===== config.mk =====
export PLATFORM = sky130hd
export DESIGN_NAME = muldiv_seq_flat
export DESIGN_NICKNAME = d
export VERILOG_FILES = /design/src/rtl/muldiv_seq_pkg.sv /design/src/rtl/muldiv_seq_if.sv /design/src/rtl/muldiv_seq_md_sign_fix.sv /design/src/rtl/muldiv_seq.sv /design/src/flat_wrapper.sv
export SDC_FILE = /design/constraint.sdc
export NUM_CORES = 1
export LEC_CHECK = 0
export ABC_AREA = 1
export BUFFER_PORTS_ARGS = -buffer_cell sky130_fd_sc_hd__buf_2
export CORE_ASPECT_RATIO = 0.9
export CORE_MARGIN = 2
export CORE_UTILIZATION = 27
export DETAILED_ROUTE_END_ITERATION = 6
export PLACE_DENSITY = 0.44
export SLEW_MARGIN = 20
export SYNTH_ARGS = -nofsm -noshare
export SYNTH_HDL_FRONTEND = slang
export SYNTH_SLANG_ARGS = --single-unit
export TNS_END_PERCENT = 5

===== constraint.sdc =====
create_clock -name clk -period 6.74 [get_ports clk]
set_clock_uncertainty 0.1 [all_clocks]
set_input_delay 0.337 -clock clk [delete_from_list [all_inputs] [get_ports clk]]
set_output_delay 0.337 -clock clk [all_outputs]
set_load 0.1 [all_outputs]

===== src/rtl/muldiv_seq_pkg.sv =====
// Shared types and constants for the iterative RV32M multiply/divide sequencer.
package muldiv_seq_pkg;

  localparam int unsigned DATA_WIDTH = 32;
  localparam int unsigned MD_CNT_W   = $clog2(DATA_WIDTH);

  typedef enum logic [2:0] {
    MD_MUL    = 3'b000,
    MD_MULH   = 3'b001,
    MD_MULHSU = 3'b010,
    MD_MULHU  = 3'b011,
    MD_DIV    = 3'b100,
    MD_DIVU   = 3'b101,
    MD_REM    = 3'b110,
    MD_REMU   = 3'b111
  } md_op_e;

  typedef enum logic [1:0] {
    MD_IDLE = 2'd0,
    MD_CALC = 2'd1,
    MD_DONE = 2'd2
  } md_state_e;

  function automatic logic [DATA_WIDTH-1:0] md_abs(input logic [DATA_WIDTH-1:0] v,
                                                   input logic                  neg);
    return neg ? -v : v;
  endfunction

endpackage


===== src/rtl/muldiv_seq_if.sv =====
// EX-stage <-> multiply/divide sequencer handshake and operand bundle.
interface muldiv_seq_if;
  import muldiv_seq_pkg::*;

  logic                  start_i;
  md_op_e                op_i;
  logic [DATA_WIDTH-1:0] operand1_i;
  logic [DATA_WIDTH-1:0] operand2_i;
  logic                  flush_i;
  logic                  busy_o;
  logic                  done_o;
  logic [DATA_WIDTH-1:0] result_o;
  logic                  stall_o;

  modport master (
    output start_i, op_i, operand1_i, operand2_i, flush_i,
    input  busy_o, done_o, result_o, stall_o
  );

  modport slave (
    input  start_i, op_i, operand1_i, operand2_i, flush_i,
    output busy_o, done_o, result_o, stall_o
  );

endinterface


===== src/rtl/muldiv_seq_md_sign_fix.sv =====
// Conditional two's-complement of product/quotient/remainder and result-word select.
module muldiv_seq_md_sign_fix
  import muldiv_seq_pkg::*;
(
  input  md_op_e                op_i,
  input  logic                  neg1_i,
  input  logic                  neg2_i,
  input  logic [DATA_WIDTH-1:0] hi_i,
  input  logic [DATA_WIDTH-1:0] lo_i,
  output logic [DATA_WIDTH-1:0] result_c_o
);

  localparam int unsigned W = DATA_WIDTH;

  logic [2*W-1:0] prod;
  logic [W-1:0]   quot;
  logic [W-1:0]   rem;

  // hi/lo hold {product} for multiplies and {remainder, quotient} for divides
  always_comb begin
    prod       = {hi_i, lo_i};
    quot       = lo_i;
    rem        = hi_i;
    result_c_o = '0;
    if (neg1_i ^ neg2_i) begin
      prod = -prod;
      quot = -quot;
    end
    if (neg1_i) rem = -rem;
    case (op_i)
      MD_MUL:                        result_c_o = prod[W-1:0];
      MD_MULH, MD_MULHSU, MD_MULHU:  result_c_o = prod[2*W-1:W];
      MD_DIV, MD_DIVU:               result_c_o = quot;
      default:                       result_c_o = rem;
    endcase
  end

endmodule


===== src/rtl/muldiv_seq.sv =====
// Iterative RV32M shift-add multiply / restoring divide sequencer beside the EX ALU.
// Optional MULDIV_FAST_MUL_EN: single-cycle multiplier for MUL* ops.
module muldiv_seq
  import muldiv_seq_pkg::*;
(
  input  logic          clk,
  input  logic          rst,
  muldiv_seq_if.slave   md_io
);

  localparam int unsigned W = DATA_WIDTH;
  localparam logic [1:0] S_IDLE = MD_IDLE;
  localparam logic [1:0] S_CALC = MD_CALC;
  localparam logic [1:0] S_DONE = MD_DONE;

  logic [1:0]          state_q, state_d;
  logic [MD_CNT_W-1:0] cnt_q, cnt_d;
  md_op_e              op_q, op_d;
  logic                neg1_q, neg1_d, neg2_q, neg2_d;
  logic [W-1:0]        hi_q, hi_d, lo_q, lo_d, opb_q, opb_d;
  logic [W-1:0]        result_q, result_d;
  logic                done_q, done_d, busy_q, busy_d;

  md_op_e       op_in;
  logic [W-1:0] op_a, op_b, mag1, mag2, fix_res, div_diff;
  logic         sgn1, sgn2, is_div, div_zero, div_ovf, accept, div_ge;
  logic [W:0]   mul_sum, div_shift;

  muldiv_seq_md_sign_fix u_sign_fix (
    .op_i       (op_q),
    .neg1_i     (neg1_q),
    .neg2_i     (neg2_q),
    .hi_i       (hi_q),
    .lo_i       (lo_q),
    .result_c_o (fix_res)
  );

  // Operand decode and one iteration of each datapath
  always_comb begin
    op_in     = md_io.op_i;
    op_a      = md_io.operand1_i;
    op_b      = md_io.operand2_i;
    is_div    = op_in[2];
    sgn1      = ((op_in == MD_MULH) || (op_in == MD_MULHSU) ||
                 (op_in == MD_DIV)  || (op_in == MD_REM)) && op_a[W-1];
    sgn2      = ((op_in == MD_MULH) || (op_in == MD_DIV) || (op_in == MD_REM)) && op_b[W-1];
    mag1      = md_abs(op_a, sgn1);
    mag2      = md_abs(op_b, sgn2);
    div_zero  = is_div && (op_b == '0);
    div_ovf   = is_div && !op_in[0] && (op_a == {1'b1, {(W-1){1'b0}}}) && (&op_b);
    // done_q high means EX still presents the just-finished instruction
    accept    = md_io.start_i && !md_io.flush_i && !done_q;
    mul_sum   = {1'b0, hi_q} + {1'b0, (lo_q[0] ? opb_q : {W{1'b0}})};
    div_shift = {hi_q, lo_q[W-1]};
    div_ge    = div_shift >= {1'b0, opb_q};
    div_diff  = W'(div_shift - {1'b0, opb_q});
  end

  // Next-state and datapath update
  always_comb begin
    state_d  = state_q;
    cnt_d    = cnt_q;
    op_d     = op_q;
    neg1_d   = neg1_q;
    neg2_d   = neg2_q;
    hi_d     = hi_q;
    lo_d     = lo_q;
    opb_d    = opb_q;
    result_d = result_q;
    done_d   = 1'b0;

    case (state_q)
      S_IDLE: begin
        if (accept) begin
          op_d    = op_in;
          neg1_d  = sgn1;
          neg2_d  = sgn2;
          cnt_d   = MD_CNT_W'(W - 1);
          state_d = S_CALC;
          hi_d    = '0;
          if (is_div) begin
            lo_d  = mag1;
            opb_d = mag2;
            if (div_zero) begin
              state_d = S_DONE;
              neg1_d  = 1'b0;
              neg2_d  = 1'b0;
              hi_d    = op_a;
              lo_d    = '1;
            end else if (div_ovf) begin
              state_d = S_DONE;
              neg1_d  = 1'b0;
              neg2_d  = 1'b0;
              lo_d    = {1'b1, {(W-1){1'b0}}};
            end
          end else begin
`ifdef MULDIV_FAST_MUL_EN
            {hi_d, lo_d} = (2*W)'(mag1) * (2*W)'(mag2);
            opb_d        = mag1;
            state_d      = S_DONE;
`else
            lo_d  = mag2;
            opb_d = mag1;
`endif
          end
        end
      end

      S_CALC: begin
        if (md_io.flush_i) begin
          state_d = S_IDLE;
        end else begin
          if (op_q[2]) begin
            hi_d = div_ge ? div_diff : div_shift[W-1:0];
            lo_d = {lo_q[W-2:0], div_ge};
          end else begin
            hi_d = mul_sum[W:1];
            lo_d = {mul_sum[0], lo_q[W-1:1]};
          end
          cnt_d = cnt_q - MD_CNT_W'(1);
          if (cnt_q == '0) state_d = S_DONE;
        end
      end

      S_DONE: begin
        state_d = S_IDLE;
        if (!md_io.flush_i) begin
          done_d   = 1'b1;
          result_d = fix_res;
        end
      end

      default: state_d = S_IDLE;
    endcase

    busy_d = (state_d != S_IDLE);
  end

  always_ff @(posedge clk or posedge rst) begin
    if (rst) begin
      state_q  <= S_IDLE;
      cnt_q    <= '0;
      op_q     <= MD_MUL;
      neg1_q   <= 1'b0;
      neg2_q   <= 1'b0;
      hi_q     <= '0;
      lo_q     <= '0;
      opb_q    <= '0;
      result_q <= '0;
      done_q   <= 1'b0;
      busy_q   <= 1'b0;
    end else begin
      state_q  <= state_d;
      cnt_q    <= cnt_d;
      op_q     <= op_d;
      neg1_q   <= neg1_d;
      neg2_q   <= neg2_d;
      hi_q     <= hi_d;
      lo_q     <= lo_d;
      opb_q    <= opb_d;
      result_q <= result_d;
      done_q   <= done_d;
      busy_q   <= busy_d;
    end
  end

  assign md_io.busy_o   = busy_q;
  assign md_io.done_o   = done_q;
  assign md_io.result_o = result_q;
  assign md_io.stall_o  = md_io.start_i && !done_q && !md_io.flush_i;

endmodule


===== src/flat_wrapper.sv =====
// flat-port wrapper written by rule: the top's interface ports become plain ports
module muldiv_seq_flat import muldiv_seq_pkg::*;
  (clk, rst, md_io_start_i, md_io_op_i, md_io_operand1_i, md_io_operand2_i, md_io_flush_i, md_io_busy_o, md_io_done_o, md_io_result_o, md_io_stall_o);
  muldiv_seq_if md_io_i ();
  input  logic clk;
  input  logic rst;
  input wire logic [$bits(md_io_i.start_i)-1:0] md_io_start_i;
  input wire logic [$bits(md_io_i.op_i)-1:0] md_io_op_i;
  input wire logic [$bits(md_io_i.operand1_i)-1:0] md_io_operand1_i;
  input wire logic [$bits(md_io_i.operand2_i)-1:0] md_io_operand2_i;
  input wire logic [$bits(md_io_i.flush_i)-1:0] md_io_flush_i;
  output wire logic [$bits(md_io_i.busy_o)-1:0] md_io_busy_o;
  output wire logic [$bits(md_io_i.done_o)-1:0] md_io_done_o;
  output wire logic [$bits(md_io_i.result_o)-1:0] md_io_result_o;
  output wire logic [$bits(md_io_i.stall_o)-1:0] md_io_stall_o;
  assign md_io_i.start_i = md_io_start_i;
  assign md_io_i.op_i = md_io_op_i;
  assign md_io_i.operand1_i = md_io_operand1_i;
  assign md_io_i.operand2_i = md_io_operand2_i;
  assign md_io_i.flush_i = md_io_flush_i;
  assign md_io_busy_o = md_io_i.busy_o;
  assign md_io_done_o = md_io_i.done_o;
  assign md_io_result_o = md_io_i.result_o;
  assign md_io_stall_o = md_io_i.stall_o;
  muldiv_seq u_core (.clk(clk), .rst(rst), .md_io(md_io_i));
endmodule

==> results.yml <==
critical_path:
  critPathKind: "reg -> reg"
  startpoint_type: "register"
  cp.arrival_ns: 4.51
  required_ns: 7.00
  crit_path_end_kind: "register"
  crit_fanout: 68
  reg2reg_depth: 11
floorplanning:
  ios: 106
  die_x_um: 272
  placementRows: 88
  die-area_um2: 66700
  core_um2: 64100
  die_y_um: 245
  initial_core_util_pct: 27.2
grt:
  grt_pass1_wl_um: 128000
  grt_antenna_before_repair: 2
  grt.total_usage_pct: 26.0
  grt_pass1_vias: 19000
  overflow: 0
  grt_start_max_net_pins: 72
logic_synthesis:
  ys.flop_type: "dfrtp_1"
  syn_area_per_cell_um2: 5.69
  synth_cell_types: 53
  async_flop_share_pct: 100
  syn-num-nets: 3211
  ys_ff_latch: 142
  synthCells: 3068
  synth_seq_area_share_pct: 20.3
  synth_edf_count: 0
  mappedNetlistArea_um2: 17500
  yosys_warnings: 0
final_layout:
  fin_cells: 3978
  drive_gt1_share_pct: 6.63
  final_util_pct: 30.2
  final.fill_count: 7497
  final_cell_mix: "nand2_1, nor2_1, inv_1"
  synthToLayoutAreaGrowth_pct: 11.0
  layout_commonest_cell: "nand2_1"
  final_nets: 3252
worst_hold_path:
  hold_class: "in -> reg"
  worstHoldPathCells: 2
drt:
  met3_length_um: 6610
  drt-initial-drc-count: 2303
  viasPerCell: 5.17
  top_layer: "met5"
  dr_wl_met2_um: 36000
  first_pass_iters: 6
  postRouteWirelength_um: 87200
  drc_errors: 0
  vias: 20600
  detail-route-antenna-nets: 0
  wl_per_cell_um: 21.9
  drt-met1-wl_um: 42100
sta:
  final.setup.tns_ns: 0
  maxSlewViolCount: 0
  layout_min_cycle_time_ns: 4.26
  setup_violations: 0
  grt_setup_unrepaired: "false"
  slew_headroom_pct: 35.0
  post-route-period-util_pct: 63.2
  layout_setup_ws_ns: 2.48
  hold_viol_final: 0
  tightest_slew_ns: 0.974
  max_freq_mhz: 235
clocking:
  cts-htree-levels: 4
  cts_tree: "built"
  postCtsSetupBuffers: 0
  clkTransAtPathRegs_ns: 0.07
  cts_made_buffers: 17
  cts_buffer_depth: 2
  insertion_delay_ns: 0.50
  cts_root_buf: "clkbuf_16"
  cts_sinks: 142
placement:
  dpl.hpwl_um: 69800
  place_inst: 3944
  gp_congestion: 0.983
  dp_slack_ns: 2.71
  port_buffers: 105
outcome:
  status: "complete, no violations"
power:
  internal-power_mw: 2.97
  seqPwrFrac_pct: 21.3
  p_per_area_nw_per_um2: 377
  swShare_pct: 59.4
  p_switching_mw: 4.34
  irDropWorstVdd_mv: 0.266
  total_power_mw: 7.31
  combPwrFrac_pct: 64.8
  leakagePower_nw: 9.67
  clkPwrFrac_pct: 13.9
flow_run:
  maxCapViolations: 0
-- sequential cells by signal (all words and copies together), names as in the netlist --
register and count:
u_core.hi_q 32, u_core.lo_q 32, u_core.md_io.result_o 32, u_core.opb_q 32, u_core.cnt_q 5, u_core.op_q 3, u_core.state_q 2, u_core.md_io.busy_o 1
u_core.md_io.done_o 1, u_core.neg1_q 1, u_core.neg2_q 1
-- what timing repair did --
| item | CTS | global route |
|---|---|---|
| hold buffers | 1 | 0 |
| gates resized for setup | 0 | 0 |
| endpoints found under the hold margin | 67 | 0 |
-- worst max-delay path: stages, from the launching register on --
cell	delay, ns
dfrtp_2	0.39
buf_4	0.32
inv_2	0.15
buf_4	0.63
nand2_1	0.67
nand2_1	0.23
buf_4	0.36
inv_1	0.41
o21ai_0	0.19
a21oi_1	0.10
a311oi_1	0.36
a21oi_1	0.12
-- kinds of logic after synthesis --
| logic type | count (synthesis) | synth area share, % |
|---|---|---|
| compound gates | 574 | 18.3 |
| xor+xnor | 97 | 4.91 |
| flops | 142 | 20.3 |
| buf+inv | 536 | 11.9 |
| simple gates | 1647 | 39.4 |
| fa+ha+maj | 72 | 5.25 |
-- metal layers --
| metal | global-route usage [%] | vias to the layer above |
|---|---|---|
| met2 | 37.9 | 813 |
| met5 | 0 | - |
| met3 | 4.06 | 88 |
| li1 | - | 10000 |
| met4 | 8.45 | 2 |
| met1 | 38.5 | 9633 |
-- Yosys cell counts (all sizes together), types with 10 or more instances --
library cell	count	area (um^2)
xor2	87	762
o211ai	27	203
buf	29	171
nand2	835	3150
nor2	440	1700
ha	70	876
clkbuf	76	285
nand4	47	309
nor3	49	250
o21bai	22	165
o21ai	192	965
nor4	16	106
a22oi	19	143
nand3	232	1160
o221ai	11	96.3
nand3b	12	90.1
xnor2	10	95.1
dfrtp	142	3550
a21oi	271	1380
inv	430	1610
-- per-stage QoR --
stage,area (um^2),hold slack (ns)
3_5_place_dp,18800,0.360
5_1_grt,19400,0.0560
3_3_place_gp,18800,0.364
4_1_cts,19400,0.0152
2_1_floorplan,17500,0.363
6_report,19400,0.0379
-- worst paths after layout --
check / from / end / slack (ns)
min in group asynchronous: rst / u_core.lo_q[8] / 0.41
max reg2reg: u_core.op_q[2] / u_core.md_io.result_o[10] / 2.48
min reg2reg: u_core.md_io.result_o[1] / u_core.md_io.result_o[1] / 0.38
max: u_core.op_q[2] / u_core.md_io.result_o[10] / 2.48
min: md_io_flush_i / u_core.md_io.done_o / 0.04
max in group asynchronous: rst / u_core.op_q[2] / 5.06
-- power by group through the flow --
stage,Clock [mW],Combinational (mW),Sequential [mW]
6_report,1.02,4.73,1.56
5_1_grt,1.07,5.22,1.56
4_1_cts,1.04,4.62,1.53
3_5_place_dp,0,4.59,1.55
3_3_place_gp,0,4.64,1.54
2_1_floorplan,0,3.16,1.34
-- cell type report --
type	instances	area (um^2)	share of cell area, %
Multi-Input combinational cell	2390	11900	61.1
Clock buffer	18	439	2.27
Timing Repair Buffer	127	693	3.58
Inverter	431	1620	8.37
Antenna cell	1	2.50	0.0129
Clock inverter	14	150	0.775
Tap cell	855	1070	5.52
Sequential cell	142	3560	18.3
Note: power is estimated with default switching activity, not from simulation.
